<file path="src/rtl/tau_pkg.sv">
// Shared types and default widths for the tau datapath.
package tau_pkg;

  localparam int unsigned TauAddrW = 8;
  localparam int unsigned TauDataW = 16;

  typedef enum logic [2:0] {
    StIdle,
    StFetch,
    StExec,
    StHalted,
    StFault
  } pc_seq_state_t;

endpackage

</file>
<file path="src/rtl/counter_loadable.sv">
// Loadable up-counter with async active-high reset; load wins over count.
module counter_loadable #(
  parameter int unsigned WIDTH = 8
) (
  input  logic             clock,
  input  logic             reset,
  input  logic             enable,
  input  logic             load,
  input  logic [WIDTH-1:0] load_value,
  input  logic             count,
  output logic [WIDTH-1:0] value
);

  logic [WIDTH-1:0] value_q;

  always_ff @(posedge clock or posedge reset) begin
    if (reset) begin
      value_q <= '0;
    end else if (enable) begin
      if (load) begin
        value_q <= load_value;
      end else if (count) begin
        value_q <= value_q + WIDTH'(1);
      end
    end
  end

  assign value = value_q;

endmodule

</file>
<file path="src/rtl/pc_sequencer.sv">
// Fetch/execute sequencer owning the tau program counter.
// Optional fetch watchdog enabled by defining PC_SEQ_TIMEOUT_EN.
module pc_sequencer
  import tau_pkg::*;
#(
  parameter int unsigned ADDR_W  = TauAddrW,
  parameter int unsigned DATA_W  = TauDataW,
  parameter int unsigned TIMEOUT = 15
) (
  input  logic              clock,
  input  logic              reset,
  input  logic              enable,
  input  logic              start,
  input  logic [ADDR_W-1:0] start_addr,
  output logic              mem_req,
  output logic [ADDR_W-1:0] mem_addr,
  input  logic              mem_ack,
  input  logic [DATA_W-1:0] mem_rdata,
  output logic [DATA_W-1:0] instr,
  output logic              instr_valid,
  input  logic              exec_done,
  input  logic              branch_taken,
  input  logic [ADDR_W-1:0] branch_target,
  input  logic              halt,
  output logic [ADDR_W-1:0] pc,
  output logic              busy,
  output logic              fault
);

  pc_seq_state_t     state_q, state_d;
  logic [DATA_W-1:0] instr_q;
  logic              instr_valid_q;
  logic              timeout_hit;
  logic              start_ok, ack_ok, retire;
  logic              cnt_load, cnt_count;
  logic [ADDR_W-1:0] cnt_load_value;

  // Qualified events: each only counts in its own state with enable high.
  assign start_ok = enable && start && (state_q == StIdle || state_q == StHalted);
  assign ack_ok   = enable && mem_ack && (state_q == StFetch);
  assign retire   = enable && exec_done && (state_q == StExec);

  always_ff @(posedge clock or posedge reset) begin
    if (reset) begin
      state_q <= StIdle;
    end else if (enable) begin
      state_q <= state_d;
    end
  end

  always_comb begin
    state_d = state_q;
    unique case (state_q)
      StIdle, StHalted: if (start) state_d = StFetch;
      StFetch: begin
        if (mem_ack) begin
          state_d = StExec;
        end else if (timeout_hit) begin
          state_d = StFault;
        end
      end
      StExec:  if (exec_done) state_d = halt ? StHalted : StFetch;
      StFault: state_d = StFault;
      default: state_d = StIdle;
    endcase
  end

  always_comb begin
    mem_req = 1'b0;
    busy    = 1'b0;
    fault   = 1'b0;
    unique case (state_q)
      StFetch: begin
        mem_req = enable;
        busy    = 1'b1;
      end
      StExec:  busy = 1'b1;
`ifdef PC_SEQ_TIMEOUT_EN
      StFault: fault = 1'b1;
`endif
      default: ;
    endcase
  end

`ifdef PC_SEQ_TIMEOUT_EN
  localparam int unsigned WdogW = $clog2(TIMEOUT + 1);

  logic [WdogW-1:0] wdog_q;

  // Cleared whenever outside FETCH so every fetch starts from zero.
  always_ff @(posedge clock or posedge reset) begin
    if (reset) begin
      wdog_q <= '0;
    end else if (enable) begin
      if (state_q != StFetch) begin
        wdog_q <= '0;
      end else if (!mem_ack) begin
        wdog_q <= wdog_q + WdogW'(1);
      end
    end
  end

  assign timeout_hit = (state_q == StFetch) && !mem_ack && (wdog_q == WdogW'(TIMEOUT - 1));
`else
  logic unused_timeout;
  assign unused_timeout = ^TIMEOUT;
  assign timeout_hit    = 1'b0;
`endif

  always_ff @(posedge clock or posedge reset) begin
    if (reset) begin
      instr_q       <= '0;
      instr_valid_q <= 1'b0;
    end else if (enable) begin
      if (ack_ok) begin
        instr_q <= mem_rdata;
      end
      instr_valid_q <= ack_ok;
    end
  end

  assign cnt_load       = start_ok || (retire && branch_taken);
  assign cnt_count      = retire && !branch_taken;
  assign cnt_load_value = (state_q == StExec) ? branch_target : start_addr;

  counter_loadable #(
    .WIDTH (ADDR_W)
  ) u_pc_counter (
    .clock      (clock),
    .reset      (reset),
    .enable     (enable),
    .load       (cnt_load),
    .load_value (cnt_load_value),
    .count      (cnt_count),
    .value      (pc)
  );

  assign mem_addr    = pc;
  assign instr       = instr_q;
  assign instr_valid = instr_valid_q;

endmodule

</file>
<file path="config.mk">
export PLATFORM = sky130hd
export DESIGN_NAME = pc_sequencer
export DESIGN_NICKNAME = d
export VERILOG_FILES = /design/src/rtl/tau_pkg.sv /design/src/rtl/counter_loadable.sv /design/src/rtl/pc_sequencer.sv
export SDC_FILE = /design/constraint.sdc
export NUM_CORES = 1
export LEC_CHECK = 0
export CAP_MARGIN = 20
export CELL_PAD_IN_SITES_DETAIL_PLACEMENT = 1
export CELL_PAD_IN_SITES_GLOBAL_PLACEMENT = 1
export CORE_ASPECT_RATIO = 0.5
export CORE_UTILIZATION = 33
export CTS_CLUSTER_SIZE = 28
export DETAILED_ROUTE_END_ITERATION = 10
export PLACE_DENSITY_LB_ADDON = 0.1
export SYNTH_ARGS = -nofsm -noshare
export SYNTH_HDL_FRONTEND = slang
export SYNTH_HIERARCHICAL = 1
export SYNTH_SLANG_ARGS = --single-unit
</file>
<file path="constraint.sdc">
create_clock -name clock -period 3.25 [get_ports clock]
set_clock_uncertainty 0.1 [all_clocks]
set_input_delay 0.325 -clock clock [delete_from_list [all_inputs] [get_ports clock]]
set_output_delay 0.325 -clock clock [all_outputs]
set_load 0.01 [all_outputs]
</file>
==> impl_results.md <==
* Top post-synthesis cells by area: dfrtp_1, mux2_2, mux2_4
* F_max at 404 MHz
* Req. time, crit path at roughly 3400 ps
* Vias per inst at 4.85
* Largest net degree at the start of global routing at 21
* I/O Buffers at 74
* Antenna Cells at 0
* Post-Synthesis Cells at 146
* # setup viols final at 0
* Clock Tree Root: clkbuf_8
* Reg area at 701 sq um
* Async S/R FF share, synth at 100%
* Hold/Removal Path Class: in2async
* Area Growth Syn to Fin at 49.3%
* Clk slew on worst S/H paths at 100 ps
* CP bufs+invs at 0
* Met2 Wirelength at 2.12 mm
* Yosys reg bits at 28
* Global-route wire length before repair at 6.74 mm
* Chip Width at 101 microns
* Actual slew at the worst max-slew pin at around 780 ps
* Post-Route WL at about 4.3 mm
* Top sig layer: met4
* Grt total ovfl at 0
* Setup Buffers After CTS at 0
* Synth top area share at 43.5%
* Critical path class: reg2reg
* Filler cell count at 520
* CTS tree: done
* Yosys top cell by area: dfrtp_1
* Main combinational cell family by area after synthesis: multiplexers
* Top FF cell, synth: dfrtp_1
* H-Tree Depth at 1
* Tot GR Track Use at 17.2%
* DRT antenna net count at 0
* DRT iter0 DRCs at 8
* Min Tclk post-route at approximately 2500 ps
* Setup TNS at 0 ps
* CP startpoint kind: flop
* Synth warn at 6
* Residual DRC at 0
* Layout cells sized above 1 at 16.1%
* Post-synth EDFFs at 0
* Xor/xnor cell area share of the yosys netlist at less than 1%
* Die ar. at 5180 sq um
* Layout Utilization at 53.0%
* RD Place Congestion at between 0.7 and 0.8
* Maxcap violations at 0
* Compound-Gate Fraction of Synth Area at 10.8%
* Syn Nets at 187
* CTS Hold Bufs at 0
* Synth Area in Adders at 0.778%
* Post-synthesis mux area share at 19.9%
* Core ar. at 4530 sq um
* Total CTS buffers at 3
* CP Max Fanout at 9
* FP Rows at 17
* CP endpoint kind: flop
* Final net count at 253
* Post-Syn Area at 1610 sq um
* Slowest CP cell: or4_1
* Multi-input logic area at 766 sq um
* Power density over the cells at 859 nW/um^2
* Fin crit share at 76.1%
* Final hold vios at 0
* Clock Latency Late Sink at around 280 ps
* Antenna violations before repair at 0
* Synth cell types at 39
* WL per Instance at 15.4 microns
* Slew Limit Fails at 0
* Vias in the first global route at 1341
* Largest stage delay, worst path at 530 ps
* Synth top cells by count: dfrtp_1, mux2_2, o21ai_0
* Initial cell density of the core at 35.5%
* Vias at ~1300
* Max_slew headroom at 47.8%
* Crit path cell chain: nor3b_4, nand3_1, nor2_1, nand4_1, or4_1, o2111ai_1
* Most common cell in the netlist: dfrtp_1
* Post-Synth Simple-Gate Area at 15.3%
* Worst Path Arrival at approximately 2600 ps
* Die Ht at 51.4 microns
* RSZ-0062 raised after global routing: no
* CTS Buffer Depth at 2
* Seq/Total Area, Yosys at 43.5%
* Top delay family on crit path: simple AND/OR/NAND/NOR gates
* Met1 wire length at around 1.9 mm
* HPWL Detailed at between 3 and 4 mm
* Avg Inst Size Synth at 11.0 sq um
* Leakage at slightly below 1 nW
* Maximum vdd ir drop at between 200 and 300 uV
* First-pass iteration count of the detailed router at 4
* I/O pin cnt at 76
* Clk sinks at 28
* Status: complete, no violations
* Met3 wire len at 236 microns
* CTS resizes at 0
==> path summary, 6_finish.rpt <==
kind | startpoint | endpoint | slack [ps] | depth (start not counted)
max | state_q[1] | u_pc_counter/value[7] | 780 | 6
min | reset | u_pc_counter/value[5] | 230 | 2
max reg2reg | state_q[1] | u_pc_counter/value[7] | 780 | 6
min reg2reg | instr[14] | instr[14] | 410 | 1
max in group asynchronous | reset | state_q[0] | 2140 | 2
min in group clock | instr[14] | instr[14] | 410 | 1
==> placed cells by master (no fill, tap or decap), drive strengths merged <==
master,netlist,layout
clkbuf,0,3
mux2i,2,2
o2bb2ai,1,1
a21oi,2,2
nor2,5,5
o2111ai,1,1
nand2b,4,4
nor2b,3,3
a22oi,1,1
and2,1,1
inv,7,7
mux2,24,24
xnor2,1,1
and4bb,1,1
conb,1,1
clkdlybuf4s50,0,74
o31ai,1,1
bufinv,0,1
a221o,1,1
buf,15,2
o21a,2,2
a311o,1,1
a31oi,2,2
o21ai,13,13
nand4,3,3
nand4b,1,1
or4b,1,1
nor3b,2,2
and4,1,1
or4,2,2
nand2,8,8
nand3,8,8
o31a,2,2
dfrtp,28,28
ha,1,1
==> per-stage QoR <==
step / instances / cell area [sq um] / total power, mW / setup WS, ps / hold slack, ps
finish: 277 / 2400 / 2.06 / 775 / 231
global route: 277 / 2400 / 2.20 / 615 / 247
detailed placement: 273 / 2330 / 1.80 / 799 / 392
floorplan: 146 / 1610 / 1.29 / 1150 / 40.7
global placement: 273 / 2330 / 1.76 / 877 / 387
CTS: 277 / 2400 / 2.09 / 796 / 235
==> registers in the layout, indices dropped and copies added, names as in the netlist <==
name and count:
state_q 3, instr 16, instr_valid 1, u_pc_counter/value 8
==> cells by family (layout without fill, tap and decap cells) <==
kind of cell,count (synthesis),after routing
AO/OA/AOI/OAI,27,27
XOR/XNOR,1,1
adder cells (fa/ha/maj),1,1
buffers and inverters,22,87
flip-flops,28,28
multiplexers,26,26
other,1,1
AND/OR/NAND/NOR,40,40
==> metal layers <==
metal  global-route usage [%]  vias to the layer above
li1                         -                      643
met1                     20.9                      645
met2                     31.6                       50
met3                     4.24                        5
met4                     2.90                        0
met5                        0                        -
==> layout make-up <==
cell class | count | share of cell area, %
Clock buffer | 3 | 1.72
Clock inverter | 1 | 1.25
Timing Repair Buffer | 76 | 31.5
Tap cell | 66 | 3.44
Inverter | 7 | 1.09
Multi-Input combinational cell | 96 | 31.9
Sequential cell | 28 | 29.2
==> power by group <==
group | switching (mW) | leakage [nW] | total, mW | internal (mW)
registers | 0.187 | 0.336 | 0.695 | 0.508
clock network | 0.112 | 0.0357 | 0.277 | 0.165
logic | 0.411 | 0.621 | 1.09 | 0.679
No activity file was read; power rests on OpenSTA's default activity.
==> patch, RTL diff (same flow settings) <==
The package constant `TauDataW` goes from 16 to 8.
--- a/src/rtl/tau_pkg.sv
+++ b/src/rtl/tau_pkg.sv
@@ -4,3 +4,3 @@
   localparam int unsigned TauAddrW = 8;
-  localparam int unsigned TauDataW = 16;
+  localparam int unsigned TauDataW = 8;
 
Ports: changed (resized instr and mem_rdata); port bits go from 76 to 60. The function was not compared with the original's and may differ.
==> patch against the unedited design <==
Power is 20% lower; synthesized area is 21% lower; final area is 20% lower; critical path depth is 1 higher; wire length is 19% lower; sequential cell count is 8 lower; combinational power is 18% lower; worst setup slack better by 0.031 ns; non-clock buffer count is 15 lower; largest cell class unchanged; largest power group unchanged.
==> patch: results (changes against the unedited design) <==
- Vias after detailed routing: 1,165 (was 1,343)
- Pwr Density: 859 mW/mm2 (about the same)
- CP Max Fanout: 10 (was 9)
- GP Congestion: 0.780 (was 0.722)
- Commonest cells post-synth: dfrtp_1 (20), mux2_2 (16), o21ai_0 (13) (was dfrtp_1 (28), mux2_2 (16), o21ai_0 (12))
- Status: complete, no violations (unchanged)
- Pre-antenna DRT Iters: 4 (unchanged)
- Slowest cell on crit path: o21ai_1 (was or4_1)
- Layout Nets: 215 (was 253)
- DR iter-0 viols: 24 (was 8)
- Largest net degree at the start of global routing: 13 (was 21)
- Share of cells above drive strength 1: 0.149 (was 0.161)
- Fillers: 401 (was 520)
- LEAKAGE: 0.774 nW (was 0.993 nW)
- Post-Syn Nets: 162 (was 187)
- First-pass GRT wire length: 5460 um (was 6740 um)
- Mean Syn Cell Area: 9.85 um2 (was 11.0 um2)
- Largest stage delay on the critical path: 0.51 ns (was 0.53 ns)
- Seq/Total Area, Yosys: 0.394 (was 0.435)
- Post-DP HPWL: 2610 um (was 3120 um)
- Relative max-transition margin: 0.598 (was 0.478)
- Synth cell types: 36 (was 39)
- Buffers on Ports: 58 (was 74)
- DR vias/cell: 5.02 (was 4.85)
- DP Worst Slack: 0.795 ns (was 0.799 ns)
- Largest cells by area after synthesis: dfrtp_1 (39%), mux2_2 (14%), buf_4 (5.9%) (was dfrtp_1 (44%), mux2_2 (11%), mux2_4 (7.5%))
- Reg clk slew, reported paths: 0.08 ns (was 0.10 ns)
==> patch: cell count changes after synthesis, moves of 2 or more <==
cell      change
mux2_4        -8
or2b_1        +2
dfrtp_1       -8
nand2b_1      -2
==> patch: path summary, 6_finish.rpt <==
path	startpoint	to	slack [ns]	cells past startpoint
max	state_q[0]	u_pc_counter/value[3]	0.81	7
min	reset	u_pc_counter/value[1]	0.26	2
max reg2reg	state_q[0]	u_pc_counter/value[3]	0.81	7
min reg2reg	instr[6]	instr[6]	0.41	1
max in group asynchronous	reset	instr[5]	2.44	2
min in group clock	instr[6]	instr[6]	0.41	1
==> patch: cells by family (layout without fill, tap and decap cells) <==
kind of cell             count (synthesis)  count (layout)  share of synthesized area
AO/OA/AOI/OAI                           27              27                      0.135
XOR/XNOR                                 1               1                    0.00689
adder cells (fa/ha/maj)                  1               1                    0.00984
buffers and inverters                   21              73                     0.0945
flip-flops                              20              20                      0.394
multiplexers                            18              18                      0.157
other                                    1               1                    0.00295
AND/OR/NAND/NOR                         40              40                      0.200
==> patch: layout make-up <==
class / instances / area share
inverter: 8 / 0.0156
clock buffer: 3 / 0.0215
sequential: 20 / 0.261
multi-input combinational: 88 / 0.339
clock inverter: 1 / 0.0156
timing repair buffer: 61 / 0.314
tap: 51 / 0.0332
==> patch: worst max-delay path, delay by kind of cell (launching register included) <==
| family | cells | cell delay, ns |
|---|---|---|
| flops | 1 | 0.50 |
| buf+inv | 1 | 0.21 |
| compound gates | 4 | 1.16 |
| simple gates | 2 | 0.33 |
==> patch: per-layer routing <==
layer  vias to the layer above  track usage  routed length, um
li1                        558            -                  -
met1                       570        0.225               1610
met2                        34        0.302               1650
met3                         3       0.0467                190
met4                         0       0.0492                 14
met5                         -            0                  0
==> patch: where the power goes <==
group / switching (mW) / total, mW / internal (mW)
logic: 0.358 / 0.892 / 0.533
clock network: 0.0845 / 0.249 / 0.165
registers: 0.149 / 0.508 / 0.360
